<file path="config.mk">
export PLATFORM = sky130hd
export DESIGN_NAME = pwm_multi
export DESIGN_NICKNAME = d
export VERILOG_FILES = /design/src/rtl/pwm_pkg.sv /design/src/rtl/pwm_chan.sv /design/src/rtl/pwm_multi.sv
export SDC_FILE = /design/constraint.sdc
export NUM_CORES = 1
export LEC_CHECK = 0
export ABC_AREA = 1
export BUFFER_PORTS_ARGS = -buffer_cell sky130_fd_sc_hd__buf_2
export CAP_MARGIN = 10
export CORE_ASPECT_RATIO = 1.1
export CORE_UTILIZATION = 55
export CTS_CLUSTER_SIZE = 8
export DETAILED_ROUTE_END_ITERATION = 16
export GPL_TIMING_DRIVEN = 1
export PLACE_DENSITY_LB_ADDON = 0.25
export SKIP_LAST_GASP = 1
export SLEW_MARGIN = 20
export SYNTH_ARGS = -nofsm -noshare
export SYNTH_HDL_FRONTEND = slang
export SYNTH_HIERARCHICAL = 1
export SYNTH_SLANG_ARGS = --single-unit
</file>
<file path="constraint.sdc">
create_clock -name clk -period 1.8 [get_ports clk]
set_clock_uncertainty 0.2 [all_clocks]
set_input_delay 0.09 -clock clk [delete_from_list [all_inputs] [get_ports clk]]
set_output_delay 0.09 -clock clk [all_outputs]
set_load 0.02 [all_outputs]
</file>
<file path="src/rtl/pwm_pkg.sv">
// pwm_pkg: shared defaults and types for the multi-channel PWM generator.
// Latency: n/a (declarations only). Backpressure: n/a.
// Contents: default WIDTH/CHANNELS, count-direction enum (used by center-aligned build, PWM_CENTER_EN).
package pwm_pkg;

  localparam int DEF_WIDTH    = 8;
  localparam int DEF_CHANNELS = 2;

  // Direction of the center-aligned up/down counter.
  typedef enum logic {
    UP   = 1'b0,
    DOWN = 1'b1
  } cnt_dir_e;

endpackage

</file>
<file path="src/rtl/pwm_chan.sv">
// pwm_chan: one PWM compare channel with double-buffered (shadow/active) duty.
// Latency: one cycle from cnt to pwm_sig; pending sets the cycle after duty_wr.
// Backpressure: none, duty_wr is always accepted; last write before a transfer wins.
//
// Ports:
//   clk, rst_n  - clock, asynchronous active-low reset
//   cnt         - shared period counter value
//   load_tick   - transfer shadow->active this cycle if pending
//   en          - global run enable (gates the output)
//   duty        - duty value for this channel
//   duty_wr     - write strobe, captures duty into shadow
//   pwm_sig     - registered PWM output
//   pending     - shadow holds a value not yet transferred to active
module pwm_chan
  import pwm_pkg::*;
#(
  parameter int WIDTH = DEF_WIDTH
) (
  input  logic             clk,
  input  logic             rst_n,
  input  logic [WIDTH-1:0] cnt,
  input  logic             load_tick,
  input  logic             en,
  input  logic [WIDTH-1:0] duty,
  input  logic             duty_wr,
  output logic             pwm_sig,
  output logic             pending
);

  logic [WIDTH-1:0] shadow;
  logic [WIDTH-1:0] active;

  // Transfer is evaluated before the write so a write landing on the
  // transfer cycle leaves the new value pending for the following period,
  // while active picks up the value the shadow held before the write.
  always_ff @(posedge clk or negedge rst_n) begin
    if (!rst_n) begin
      shadow  <= '0;
      active  <= '0;
      pending <= 1'b0;
    end else begin
      if (load_tick && pending) begin
        active  <= shadow;
        pending <= 1'b0;
      end
      if (duty_wr) begin
        shadow  <= duty;
        pending <= 1'b1;
      end
    end
  end

  always_ff @(posedge clk or negedge rst_n) begin
    if (!rst_n) begin
      pwm_sig <= 1'b0;
    end else begin
      pwm_sig <= en & (cnt < active);
    end
  end

endmodule

</file>
<file path="src/rtl/pwm_multi.sv">
// pwm_multi: shared-counter multi-channel PWM generator with glitch-free duty updates.
// Latency: one cycle from counter to pwm_sig/period_start; duty applies from the next period.
// Backpressure: none, duty_wr strobes are always accepted.
//
// Ports:
//   clk, rst_n    - clock, asynchronous active-low reset
//   en            - global run enable; counter held at 0 and outputs low while 0
//   duty          - flattened duties, channel i at duty[i*WIDTH +: WIDTH]
//   duty_wr       - per-channel shadow write strobe
//   pwm_sig       - registered PWM outputs
//   pending       - per-channel shadow-not-yet-active flag
//   period_start  - one-cycle pulse on the first output cycle of each period
//
// Build option: define PWM_CENTER_EN for a center-aligned (up/down) counter
// with period 2*(2^WIDTH-1); otherwise an edge-aligned sawtooth of 2^WIDTH.
module pwm_multi
  import pwm_pkg::*;
#(
  parameter int WIDTH    = DEF_WIDTH,
  parameter int CHANNELS = DEF_CHANNELS
) (
  input  logic                      clk,
  input  logic                      rst_n,
  input  logic                      en,
  input  logic [CHANNELS*WIDTH-1:0] duty,
  input  logic [CHANNELS-1:0]       duty_wr,
  output logic [CHANNELS-1:0]       pwm_sig,
  output logic [CHANNELS-1:0]       pending,
  output logic                      period_start
);

  localparam logic [WIDTH-1:0] CNT_MAX = '1;

  logic [WIDTH-1:0] cnt;
  logic [WIDTH-1:0] cnt_nxt;
  logic             load_tick;

`ifdef PWM_CENTER_EN
  localparam logic [WIDTH-1:0] CNT_ONE = 1;

  cnt_dir_e dir;
  cnt_dir_e dir_nxt;

  // Up 0..MAX, then down MAX-1..1, back to 0 counting up (the valley).
  always_comb begin
    cnt_nxt = '0;
    dir_nxt = UP;
    if (en) begin
      dir_nxt = dir;
      if (dir == UP) begin
        if (cnt == CNT_MAX) begin
          cnt_nxt = CNT_MAX - 1'b1;
          dir_nxt = DOWN;
        end else begin
          cnt_nxt = cnt + 1'b1;
        end
      end else begin
        if (cnt == CNT_ONE) begin
          cnt_nxt = '0;
          dir_nxt = UP;
        end else begin
          cnt_nxt = cnt - 1'b1;
        end
      end
    end
  end

  always_ff @(posedge clk or negedge rst_n) begin
    if (!rst_n) begin
      dir <= UP;
    end else begin
      dir <= dir_nxt;
    end
  end

  // While disabled, transfer every cycle so enabling starts with the latest duties.
  assign load_tick = !en || ((cnt == '0) && (dir == UP));
`else
  always_comb begin
    cnt_nxt = '0;
    if (en) begin
      cnt_nxt = cnt + 1'b1;
    end
  end

  // While disabled, transfer every cycle so enabling starts with the latest duties.
  assign load_tick = !en || (cnt == CNT_MAX);
`endif

  always_ff @(posedge clk or negedge rst_n) begin
    if (!rst_n) begin
      cnt          <= '0;
      period_start <= 1'b0;
    end else begin
      cnt          <= cnt_nxt;
      period_start <= en & (cnt == '0);
    end
  end

  for (genvar i = 0; i < CHANNELS; i++) begin : g_chan
    pwm_chan #(
      .WIDTH(WIDTH)
    ) u_chan (
      .clk      (clk),
      .rst_n    (rst_n),
      .cnt      (cnt),
      .load_tick(load_tick),
      .en       (en),
      .duty     (duty[i*WIDTH +: WIDTH]),
      .duty_wr  (duty_wr[i]),
      .pwm_sig  (pwm_sig[i]),
      .pending  (pending[i])
    );
  end

endmodule

</file>
# Word-level counts from Yosys, hierarchy flattened
# Index checks and enable logic that the tools add are counted.
[word_totals]
input_bits = 21
register_bits = 45
[op_classes]
add_sub_neg = 1
order_cmp = 2
reduce_logical = 7
mux = 5
bitwise_logic = 3
n_eq_ne = 1
[ops]
columns = ["cell", "n"]
rows = [
  ["$lt A8 B8 Y1", 2],
  ["$add A8 B1 Y8 const B", 1],
  ["$eq A8 B8 Y1 const B", 1],
  ["$logic_not A8 Y1", 1],
  ["$mux W8", 1],
  ["$mux W1", 4],
  ["$reduce_bool A2 Y1", 2],
  ["$and A1 B1 Y1", 3],
  ["$logic_and A1 B1 Y1", 2],
  ["$logic_not A1 Y1", 1],
  ["$logic_or A1 B1 Y1", 1],
]

# Logic depth before layout (Yosys ltp)
[depth]
ltp_word = 5
ltp_mapped = 9

# Modules after synthesis
# Netlist, hierarchy kept.
[by_module_without_submodules]
columns = ["module", "area_each_um2", "seq_area_each_um2", "n_inst", "cells_per_inst"]
rows = [
  ["pwm_chan", 883.3, 450.4, 2, 95],
  ["pwm_multi", 469.2, 225.2, 1, 57],
]

# Least setup slack after synthesis
# OpenSTA, ideal clock, no wires.
[synth_timing]
path_type = "reg-to-reg"
start = "register cnt[0]"
end = "register g_chan[0].u_chan.active[5]"
stages_incl_launch_ff = 10
setup_slack_ns = 0.169
setup_time_ns = 0.074
period_less_slack_ns = 1.631
path_buffers = 1
t_arrival_ns = 1.357
cell_sequence = "dfrtp_1 -> ha_1 -> nand2_1 -> clkinv_2 -> nand3_1 -> nand2_1 -> nand2_2 -> buf_6 -> nand2_2 -> o21ai_2"
[synth_between]
elab_chain_cells = 3
[synth_lines]
columns = ["item", "line_no", "text"]
rows = [
  ["from (decl)", "pwm_multi.sv:34", "logic [WIDTH-1:0] cnt;"],
  ["from (signal assigned)", "pwm_multi.sv:95", "cnt <= cnt_nxt;"],
  ["$eq A8 B8 Y1", "pwm_multi.sv:87", "assign load_tick = !en || (cnt == CNT_MAX);"],
  ["$logic_or A1 B1 Y1", "pwm_multi.sv:87", ""],
  ["via load_tick", "pwm_multi.sv:36", "logic load_tick;"],
  ["$logic_and A1 B1 Y1", "pwm_chan.sv:42", "if (load_tick && pending) begin"],
  ["to (signal assigned)", "pwm_chan.sv:43", "active <= shadow;"],
  ["to (decl)", "pwm_chan.sv:31", "logic [WIDTH-1:0] active;"],
]
# The timed path passes the listed nets, and every way through them passes these cells.
# A chain may end at the register's enable or synchronous reset.

# Final worst setup path
[layout_timing]
start = "register cnt[0]"
end = "register g_chan[1].u_chan.active[2]"
[layout_between]
elab_chain_cells = 3
[layout_lines]
columns = ["item", "line_no"]
rows = [
  ["$eq A8 B8 Y1", "pwm_multi.sv:87"],
  ["$logic_or A1 B1 Y1", "pwm_multi.sv:87"],
  ["via load_tick", "pwm_multi.sv:36"],
  ["$logic_and A1 B1 Y1", "pwm_chan.sv:42"],
  ["to (signal assigned)", "pwm_chan.sv:43"],
  ["to (decl)", "pwm_chan.sv:31"],
]
# The timed path passes the listed nets, and every way through them passes these cells.

==> qor.yml <==
outcome: "complete, no violations"
synth.avg_cell_area_um2: 9.05
antenna_left: 0
p_per_area_nw_per_um2: 772
relSlewSlack: 0.814
synth_xor_area_frac: 0
drc: 0
hpwl_um: 2870
drtIter0Drc: 64
p_comb_frac: 0.212
dieArea_um2: 4320
clkLatencyLatePin_ps: 290
start_kind: "register"
drive_gt1_frac: 0.240
num_io_pins: 26
synth_nets: 284
r2r_cells: 8
cts_tree: "done"
ys_warn_count: 6
clock.fmax_ghz: 0.575
synth_area_um2: 2240
cts_inserted_buffers: 5
cts_max_level: 2
vias: 1797
leakage_nw: 1.49
synth-simple-area-share: 0.165
final_common_cell: "nand2_1"
vias_per_cell: 4.84
antenna_found_initial: 0
pwr-share-clk: 0.268
p_sw_mw: 0.651
clkSinkCount: 45
synthAdderAreaFrac: 0.0895
crit_type: "register to register"
diodes: 0
initial_core_util: 0.593
first_pass_iters: 4
p_sw_frac: 0.290
post-route-min-period_ps: 1740
grt_pass1_vias: 1741
clock_path_buffers: 2
mostFrequentLayoutCells: "57 x nand2_1, 44 x dfrtp_1, 42 x inv_1"
critPathArrivalTime_ps: 1760
ys_ff_latch: 45
fin_cells: 371
cp.required_ps: 1820
path_clk_slew_ps: 80
reg2reg_slack_ps: 60
grt_pass1_wl_um: 7740
root_buffer: "clkbuf_8"
area_growth_pct: 30.3
rows: 23
dp_cells: 325
fin_nets: 357
synth_top_family_by_area: "simple AND/OR/NAND/NOR gates"
overflow: 0
grtUsageTotal: 0.240
globalplace.congestion: 0.812
port_buffers: 25
period_share: 0.966
timing_max_transition_violations_final: 0
power_frac_seq: 0.520
wirelength_um: 4770
cp_max_fo: 17
core_area_um2: 3770
muxShareOfSynthArea: 0
hold_class: "input pin to async pin"
rsz0062_at_grt: "yes"
p_int_mw: 1.60
end_kind: "register"
worst_pin_slew_ps: 279
ir_worst_vdd_mv: 0.630
finalSetupViolations: 0
die_h_um: 68.9
synth-compound-area-share: 0.142
synth_seq_area_share: 0.504
hold_violations: 0
fp.dieW_um: 62.8
wire_per_inst_um: 12.8
final_core_util: 0.773
grt_max_degree: 46
maxCapViolCount: 0
ys_types: 19
synthCells: 247
path summary, 6_finish.rpt:
check,startpoint,endpoint
hold reg to reg,g_chan[0].u_chan/active[2],g_chan[0].u_chan/active[2]
hold / removal,rst_n,g_chan[0].u_chan/pwm_sig
setup / recovery,cnt[0],g_chan[1].u_chan/active[2]
max in group asynchronous,rst_n,cnt[3]
min in group clk,g_chan[0].u_chan/active[2],g_chan[0].u_chan/active[2]
setup reg to reg,cnt[0],g_chan[1].u_chan/active[2]
registers in the layout, summed over array words and instances (netlist names):
register	count
g_chan.u_chan/active	16
g_chan.u_chan/shadow	16
cnt	8
g_chan.u_chan/pending	2
g_chan.u_chan/pwm_sig	2
period_start	1
routing by layer:
layer  up-vias  GRT usage  wire (µm)
li1        914          -          -
met1       840      0.292       2160
met2        38      0.443       2390
met5         -          0          0
met3         5     0.0428        159
met4         0     0.0698         53
cell type report:
type                       count  area (µm²)
inverter                      45         173
timing repair buffer          71         571
multi-input combinational    152         897
tap                           50        62.6
sequential                    45        1130
fill                         285         857
clock buffer                   6        72.6
clock inverter                 2        10.0
power groups by stage:
stage | combinational, mW | sequential [mW] | clock (mW)
after floorplan | 0.263 | 1.19 | 0
after global placement | 0.381 | 1.18 | 0
after detailed placement | 0.401 | 1.18 | 0
after CTS | 0.461 | 1.16 | 0.613
after global routing | 0.541 | 1.18 | 0.646
final | 0.477 | 1.17 | 0.603
Yosys cell counts, drive strengths merged:
| library cell | instances | share of area |
|---|---|---|
| nor2 | 15 | 0.033 |
| inv | 44 | 0.075 |
| clkinv | 1 | 0.0022 |
| nand3 | 5 | 0.011 |
| nand2 | 66 | 0.12 |
| a21o | 2 | 0.0078 |
| a21oi | 11 | 0.025 |
| buf | 5 | 0.022 |
| dfrtp | 45 | 0.50 |
| o21ai | 37 | 0.11 |
| ha | 16 | 0.090 |
critical path, cell delays in order, from the launching register on:
cell	delay [ps]
dfrtp_1	400
ha_1	220
nand2_1	80
clkinv_2	90
nand3_1	90
nand2_1	140
nand2_4	260
nand2_1	120
o21ai_2	70
through the flow:
stage	total power, mW	cell area, µm²	hold slack, ps	TNS [ps]	worst slack, ps
floorplan	1.45	2240	-406	0	169
global placement	1.56	2450	-110	0	68.8
detailed placement	1.59	2450	-109	0	5.19
CTS	2.24	2880	104	0	9.40
global route	2.36	2910	130	-54.1	-14.5
finish	2.25	2910	89.0	0	60.5
cell families after synthesis:
logic type,Yosys count
compound gates,50
fa+ha+maj,16
buf+inv,50
flops,45
simple gates,86
repair_timing:
action	4_1_cts	5_1_grt
gates resized for setup	1	2
hold endpoints to repair	71	0
pin swaps	0	1
setup buffers	0	3
setup endpoints to repair	6	5
hold buffers	35	0
Note: power is estimated with default switching activity, not from simulation.
